File: src/rtl/uart_rx_sampler.sv
// uart_rx_sampler: 16x oversampling UART receiver with 3-tick majority vote and FWFT receive FIFO.
// Ports: clk_in/reset (async, active-low); rx serial in (idle high); rx_en gates start detection;
//   baud_div = clk_in cycles per oversample tick (0 acts as 1); rdata/rvalid/rready FWFT pop port;
//   fifo_level = bytes held; framing_err/parity_err/overrun sticky, cleared by err_clr (set wins).
// Build option: define UART_RX_PARITY_EN for 8-data + parity framing; otherwise 8N1 and parity_err stays 0.
module uart_rx_sampler #(
  parameter int FIFO_DEPTH = 8,
  parameter int DIV_WIDTH = 16,
  parameter int OVERSAMPLE = 16,
  parameter bit PARITY_ODD = 1'b0
) (
  input  logic                          clk_in,
  input  logic                          reset,
  input  logic                          rx,
  input  logic                          rx_en,
  input  logic [DIV_WIDTH-1:0]          baud_div,
  output logic [7:0]                    rdata,
  output logic                          rvalid,
  input  logic                          rready,
  output logic [$clog2(FIFO_DEPTH):0]   fifo_level,
  output logic                          framing_err,
  output logic                          parity_err,
  output logic                          overrun,
  input  logic                          err_clr
);
  localparam int AW = $clog2(FIFO_DEPTH);
  localparam int LW = AW + 1;
  localparam logic [AW:0] FULL_LVL = FIFO_DEPTH[AW:0];
  localparam logic [3:0] MID = 4'(OVERSAMPLE / 2 - 1);
`ifdef UART_RX_PARITY_EN
  localparam bit PAR_EN = 1'b1;
`else
  localparam bit PAR_EN = 1'b0;
`endif
  typedef enum logic [2:0] {IDLE, START, DATA, PARITY, STOP} state_t;
  state_t state, state_nx;
  logic rx_s1, rx_s2;
  logic [2:0] maj;
  logic [DIV_WIDTH-1:0] div_cnt, reload;
  logic [3:0] os_cnt;
  logic [2:0] bit_cnt;
  logic [7:0] shreg;
  logic par_bad;
  logic tick, sample, vote, push, do_push, do_pop, full, fe_set, pe_set;
  logic [AW-1:0] wptr, rptr;
  logic [7:0] mem [FIFO_DEPTH];
  assign reload = (baud_div == '0) ? '0 : baud_div - DIV_WIDTH'(1);
  // The divider only runs inside a frame, so every frame starts phase-aligned to its start edge.
  assign tick = state != IDLE && div_cnt == '0;
  assign sample = tick && os_cnt == MID;
  assign vote = (maj[0] & maj[1]) | (maj[0] & maj[2]) | (maj[1] & maj[2]);
  assign pe_set = PAR_EN && state == PARITY && sample && (vote != (^shreg ^ PARITY_ODD));
  assign fe_set = state == STOP && sample && !vote;
  assign push = state == STOP && sample && vote && !par_bad;
  assign full = fifo_level == FULL_LVL;
  assign rvalid = fifo_level != '0;
  assign do_pop = rvalid && rready;
  assign do_push = push && (!full || do_pop);
  assign rdata = rvalid ? mem[rptr] : 8'h00;
  always_ff @(posedge clk_in or negedge reset)
    if (!reset) begin
      rx_s1 <= 1'b1;
      rx_s2 <= 1'b1;
      state <= IDLE;
    end else begin
      rx_s1 <= rx;
      rx_s2 <= rx_s1;
      state <= state_nx;
    end
  // STOP hands back to IDLE at mid-stop so the next start edge is never missed.
  always_comb begin
    state_nx = state;
    case (state)
      IDLE:    if (!rx_s2 && rx_en) state_nx = START;
      START:   if (sample) state_nx = vote ? IDLE : DATA;
      DATA:    if (sample && bit_cnt == 3'd7) state_nx = PAR_EN ? PARITY : STOP;
      PARITY:  if (sample) state_nx = STOP;
      STOP:    if (sample) state_nx = IDLE;
      default: state_nx = IDLE;
    endcase
  end
  always_ff @(posedge clk_in or negedge reset)
    if (!reset) begin
      div_cnt <= '0;
      os_cnt <= '0;
      bit_cnt <= '0;
      maj <= 3'b111;
      shreg <= '0;
      par_bad <= 1'b0;
    end else begin
      div_cnt <= (state == IDLE || tick) ? reload : div_cnt - DIV_WIDTH'(1);
      os_cnt <= (state == IDLE) ? '0 : os_cnt + 4'(tick);
      if (tick) maj <= {maj[1:0], rx_s2};
      if (state == IDLE) bit_cnt <= '0;
      if (state == DATA && sample) begin
        shreg <= {vote, shreg[7:1]};
        bit_cnt <= bit_cnt + 3'd1;
      end
      par_bad <= (state == IDLE) ? 1'b0 : (par_bad | pe_set);
    end
  always_ff @(posedge clk_in or negedge reset)
    if (!reset) begin
      wptr <= '0;
      rptr <= '0;
      fifo_level <= '0;
      framing_err <= 1'b0;
      parity_err <= 1'b0;
      overrun <= 1'b0;
    end else begin
      if (do_push) wptr <= wptr + AW'(1);
      if (do_pop) rptr <= rptr + AW'(1);
      fifo_level <= fifo_level + LW'(do_push) - LW'(do_pop);
      framing_err <= fe_set | (framing_err & ~err_clr);
      parity_err <= pe_set | (parity_err & ~err_clr);
      overrun <= (push && full && !do_pop) | (overrun & ~err_clr);
    end
  always_ff @(posedge clk_in)
    if (do_push) mem[wptr] <= shreg;
endmodule

File: config.mk
export PLATFORM = sky130hd
export DESIGN_NAME = uart_rx_sampler
export DESIGN_NICKNAME = d
export VERILOG_FILES = /design/src/rtl/uart_rx_sampler.sv
export SDC_FILE = /design/constraint.sdc
export NUM_CORES = 1
export LEC_CHECK = 0
export ABC_AREA = 1
export CORE_ASPECT_RATIO = 0.75
export CORE_MARGIN = 2
export CORE_UTILIZATION = 35
export DETAILED_ROUTE_END_ITERATION = 6
export PLACE_DENSITY = 0.66
export SLEW_MARGIN = 10
export SYNTH_ARGS = -nofsm -noshare
export SYNTH_HDL_FRONTEND = slang
export SYNTH_SLANG_ARGS = --single-unit
File: constraint.sdc
create_clock -name clk_in -period 2.4 [get_ports clk_in]
set_clock_uncertainty 0.15 [all_clocks]
set_input_delay 0.48 -clock clk_in [delete_from_list [all_inputs] [get_ports clk_in]]
set_output_delay 0.48 -clock clk_in [all_outputs]
set_load 0.01 [all_outputs]
==> metrics.cfg <==
[run_status]
status = complete, but fails checks
violations = negative setup slack

[clocking]
cts.sinks = 116
cts_max_path_buffers = 2
clkTransAtPathRegs_ns = 0.06
cts_root_buffer = clkbuf_16
cts_tree = done
insertion_delay_ns = 0.41
h-tree-depth = 4
cts_buffers = 17

[worst_setup_path]
cp.arrival_ns = 2.78
critical_path.startpoint_type = register
critical_path_class = reg2reg
endpoint_kind = register
path_max_fanout = 2
critical_path_required_ns = 2.56

[sta]
min_period_over_period = 1.094
layout_min_cycle_time_ns = 2.625
final_max_slew_viol_count = 0
slew_headroom = 0.6409
setup_slack_ns = -0.2255
rsz0062_at_grt = true
setup_viol = 7
worst_slew_pin_slew_ns = 0.5380
hold_viol = 0
fmaxAchievable_mhz = 380.9

[final_layout]
layout_common_cells = nand2_1 (73), nor2_1 (73), edfxtp_1 (64)
nets = 721
drive_gt1_frac = 0.3190
utilization = 0.5111
multi_input_area_mm2 = 0.002389
n_fill_cell = 1307
antennaDiodeCount = 0
design_area_mm2 = 0.007831
seqCellArea_mm2 = 0.003231
syn2layout_area_growth_pct = 41.57

[grt]
grt.total_usage = 0.1659
grt_pass1_wl_um = 21760
grt_start_max_net_pins = 25
overflow = 0
grt_pass1_vias = 4393
antenna_found_initial = 0

[logic_synthesis]
synth.distinct_cells = 34
synth_edf_count = 64
synth-seq-cells = 116
synthArstFlopShare = 0.4483
seq_area_frac_synth = 0.5838
synth_ff_type = edfxtp_1
yosysWarnings = 0
post_synth.cell_area_avg_um2 = 9.967
synth_fp_nets = 593
synth_cells = 555
synthesis.area_mm2 = 0.005532

[route]
antenna_left = 0
remaining_drc_errors = 0
drt-total-wl_um = 13470
drtIter0Drc = 301
firstDrtPassIters = 5
via_count = 4380
via_per_inst = 4.861
routedWlPerCell_um = 14.95

[die]
design.die.area_mm2 = 0.01684
die_h_um = 112.9
top_level_ports = 38
die_w_um = 149.2
initial_utilization = 0.3610
rows = 39
core_area_mm2 = 0.01532

[power_and_ir_drop]
finalPower_mw = 7.448
p_leak_nw = 3.332
ir_worst_vdd_uv = 470.0
cellPowerDensity_mw_per_mm2 = 951.0

[placed_design]
port_buffers = 37
hpwlAfterDp_um = 8945
place_ws_ns = -0.2944
placed_cell_area_mm2 = 0.006693
gp_congestion = 0.7909

[worst_hold_path]
holdCritPathClass = reg2reg

[job]
drv_cap = 0

## cell type report
class	count	share of cell area
multi-input combinational	369	0.3050
timing repair buffer	122	0.1452
sequential	116	0.4125
clock inverter	15	0.02157
tap	205	0.03275
clock buffer	17	0.05432
inverter	57	0.02860
## flip-flops by register name, indices dropped and copies added (netlist names)
| signal | count |
|---|---|
| mem | 64 |
| div_cnt | 16 |
| shreg | 8 |
| fifo_level | 4 |
| os_cnt | 4 |
| bit_cnt | 3 |
| maj | 3 |
| rptr | 3 |
| state | 3 |
| wptr | 3 |
| framing_err | 1 |
| overrun | 1 |
| parity_err | 1 |
| rx_s1 | 1 |
| rx_s2 | 1 |
## Yosys cell counts, types with 2 or more instances
library cell / instances / area (um^2)
xnor2_1: 13 / 113.9
nor3_1: 4 / 20.02
a21oi_1: 8 / 40.04
nor2_1: 102 / 382.9
a31oi_1: 8 / 50.05
o21ai_2: 5 / 43.79
clkbuf_1: 10 / 37.54
o21ai_0: 59 / 295.3
nand3_1: 20 / 100.1
inv_1: 56 / 210.2
nand4_1: 10 / 62.56
a21oi_2: 3 / 26.28
nor2_2: 3 / 18.77
nand2_1: 74 / 277.8
nand4_2: 2 / 25.02
edfxtp_1: 64 / 1922
o22ai_1: 16 / 100.1
ha_1: 15 / 187.7
dfstp_2: 5 / 131.4
nor3_4: 2 / 32.53
xor2_1: 16 / 140.1
nand2_4: 2 / 22.52
dfrtp_1: 47 / 1176
## metrics by stage
step	hold slack, ns	instances	setup TNS [ns]
global route	0.2154	901	-4.230
floorplan	0.03441	555	-0.4774
finish	0.2112	901	-0.6389
CTS	0.2102	898	-0.4627
detailed placement	0.1972	856	-1.325
global placement	0.1961	856	-0.6622
## critical path: stages, from the launching register on
cell	delay, ns
dfrtp_1	0.39
inv_2	0.08
ha_4	0.14
inv_2	0.03
nor2_1	0.07
nand2_1	0.06
nor2_2	0.12
nand4_1	0.18
nor2_4	0.18
nand3_2	0.10
ha_4	0.24
inv_2	0.06
ha_4	0.13
inv_2	0.04
fa_2	0.52
inv_2	0.03
## metal layers
layer,GRT usage,routed length [um],up-vias
met1,0.2308,6215,2092
met3,0.04153,765,21
met2,0.2535,6272,120
met4,0.05841,212,0
li1,-,-,2147
met5,0,0,-
## timing repair
item	4_1_cts	5_1_grt
buffers inserted	7	4
resized for setup	82	113
endpoints found under the setup margin	11	76
pin swaps	12	28
hold buffers	1	0
gates cloned	2	0
hold endpoints to repair	9	0
## where the power goes
part | total, mW | internal, mW | switching [mW] | leakage (nW)
registers | 2.21 | 2.16 | 0.0533 | 1.36
logic | 2.70 | 1.32 | 1.39 | 1.68
clock network | 2.53 | 1.55 | 0.980 | 0.283
total | 7.45 | 5.03 | 2.42 | 3.33
## worst paths after layout
path                            cells after the start  slack, ns                 endpoint                 start
worst max-delay path                               15      -0.23  fifo_level[1]$_DFF_PN0_  div_cnt[0]$_DFF_PN0_
worst min-delay path                                0       0.21          rx_s2$_DFF_PN1_       rx_s1$_DFF_PN1_
worst max register to register                     15      -0.23  fifo_level[1]$_DFF_PN0_  div_cnt[0]$_DFF_PN0_
worst min register to register                      0       0.21          rx_s2$_DFF_PN1_       rx_s1$_DFF_PN1_
max in group asynchronous                           3       1.14      rptr[0]$_DFFE_PN0P_                 reset
min in group asynchronous                           2       0.37     div_cnt[8]$_DFF_PN0_                 reset
## cell families (layout without fill, tap and decap cells)
kind of cell	count (synthesis)	after routing	share of synthesized area
flops	116	116	0.5838
fa+ha+maj	16	16	0.03755
buf+inv	70	211	0.05021
simple gates	222	222	0.1782
compound gates	102	102	0.1043
xor+xnor	29	29	0.04592
(Power assumes the default switching activity.)
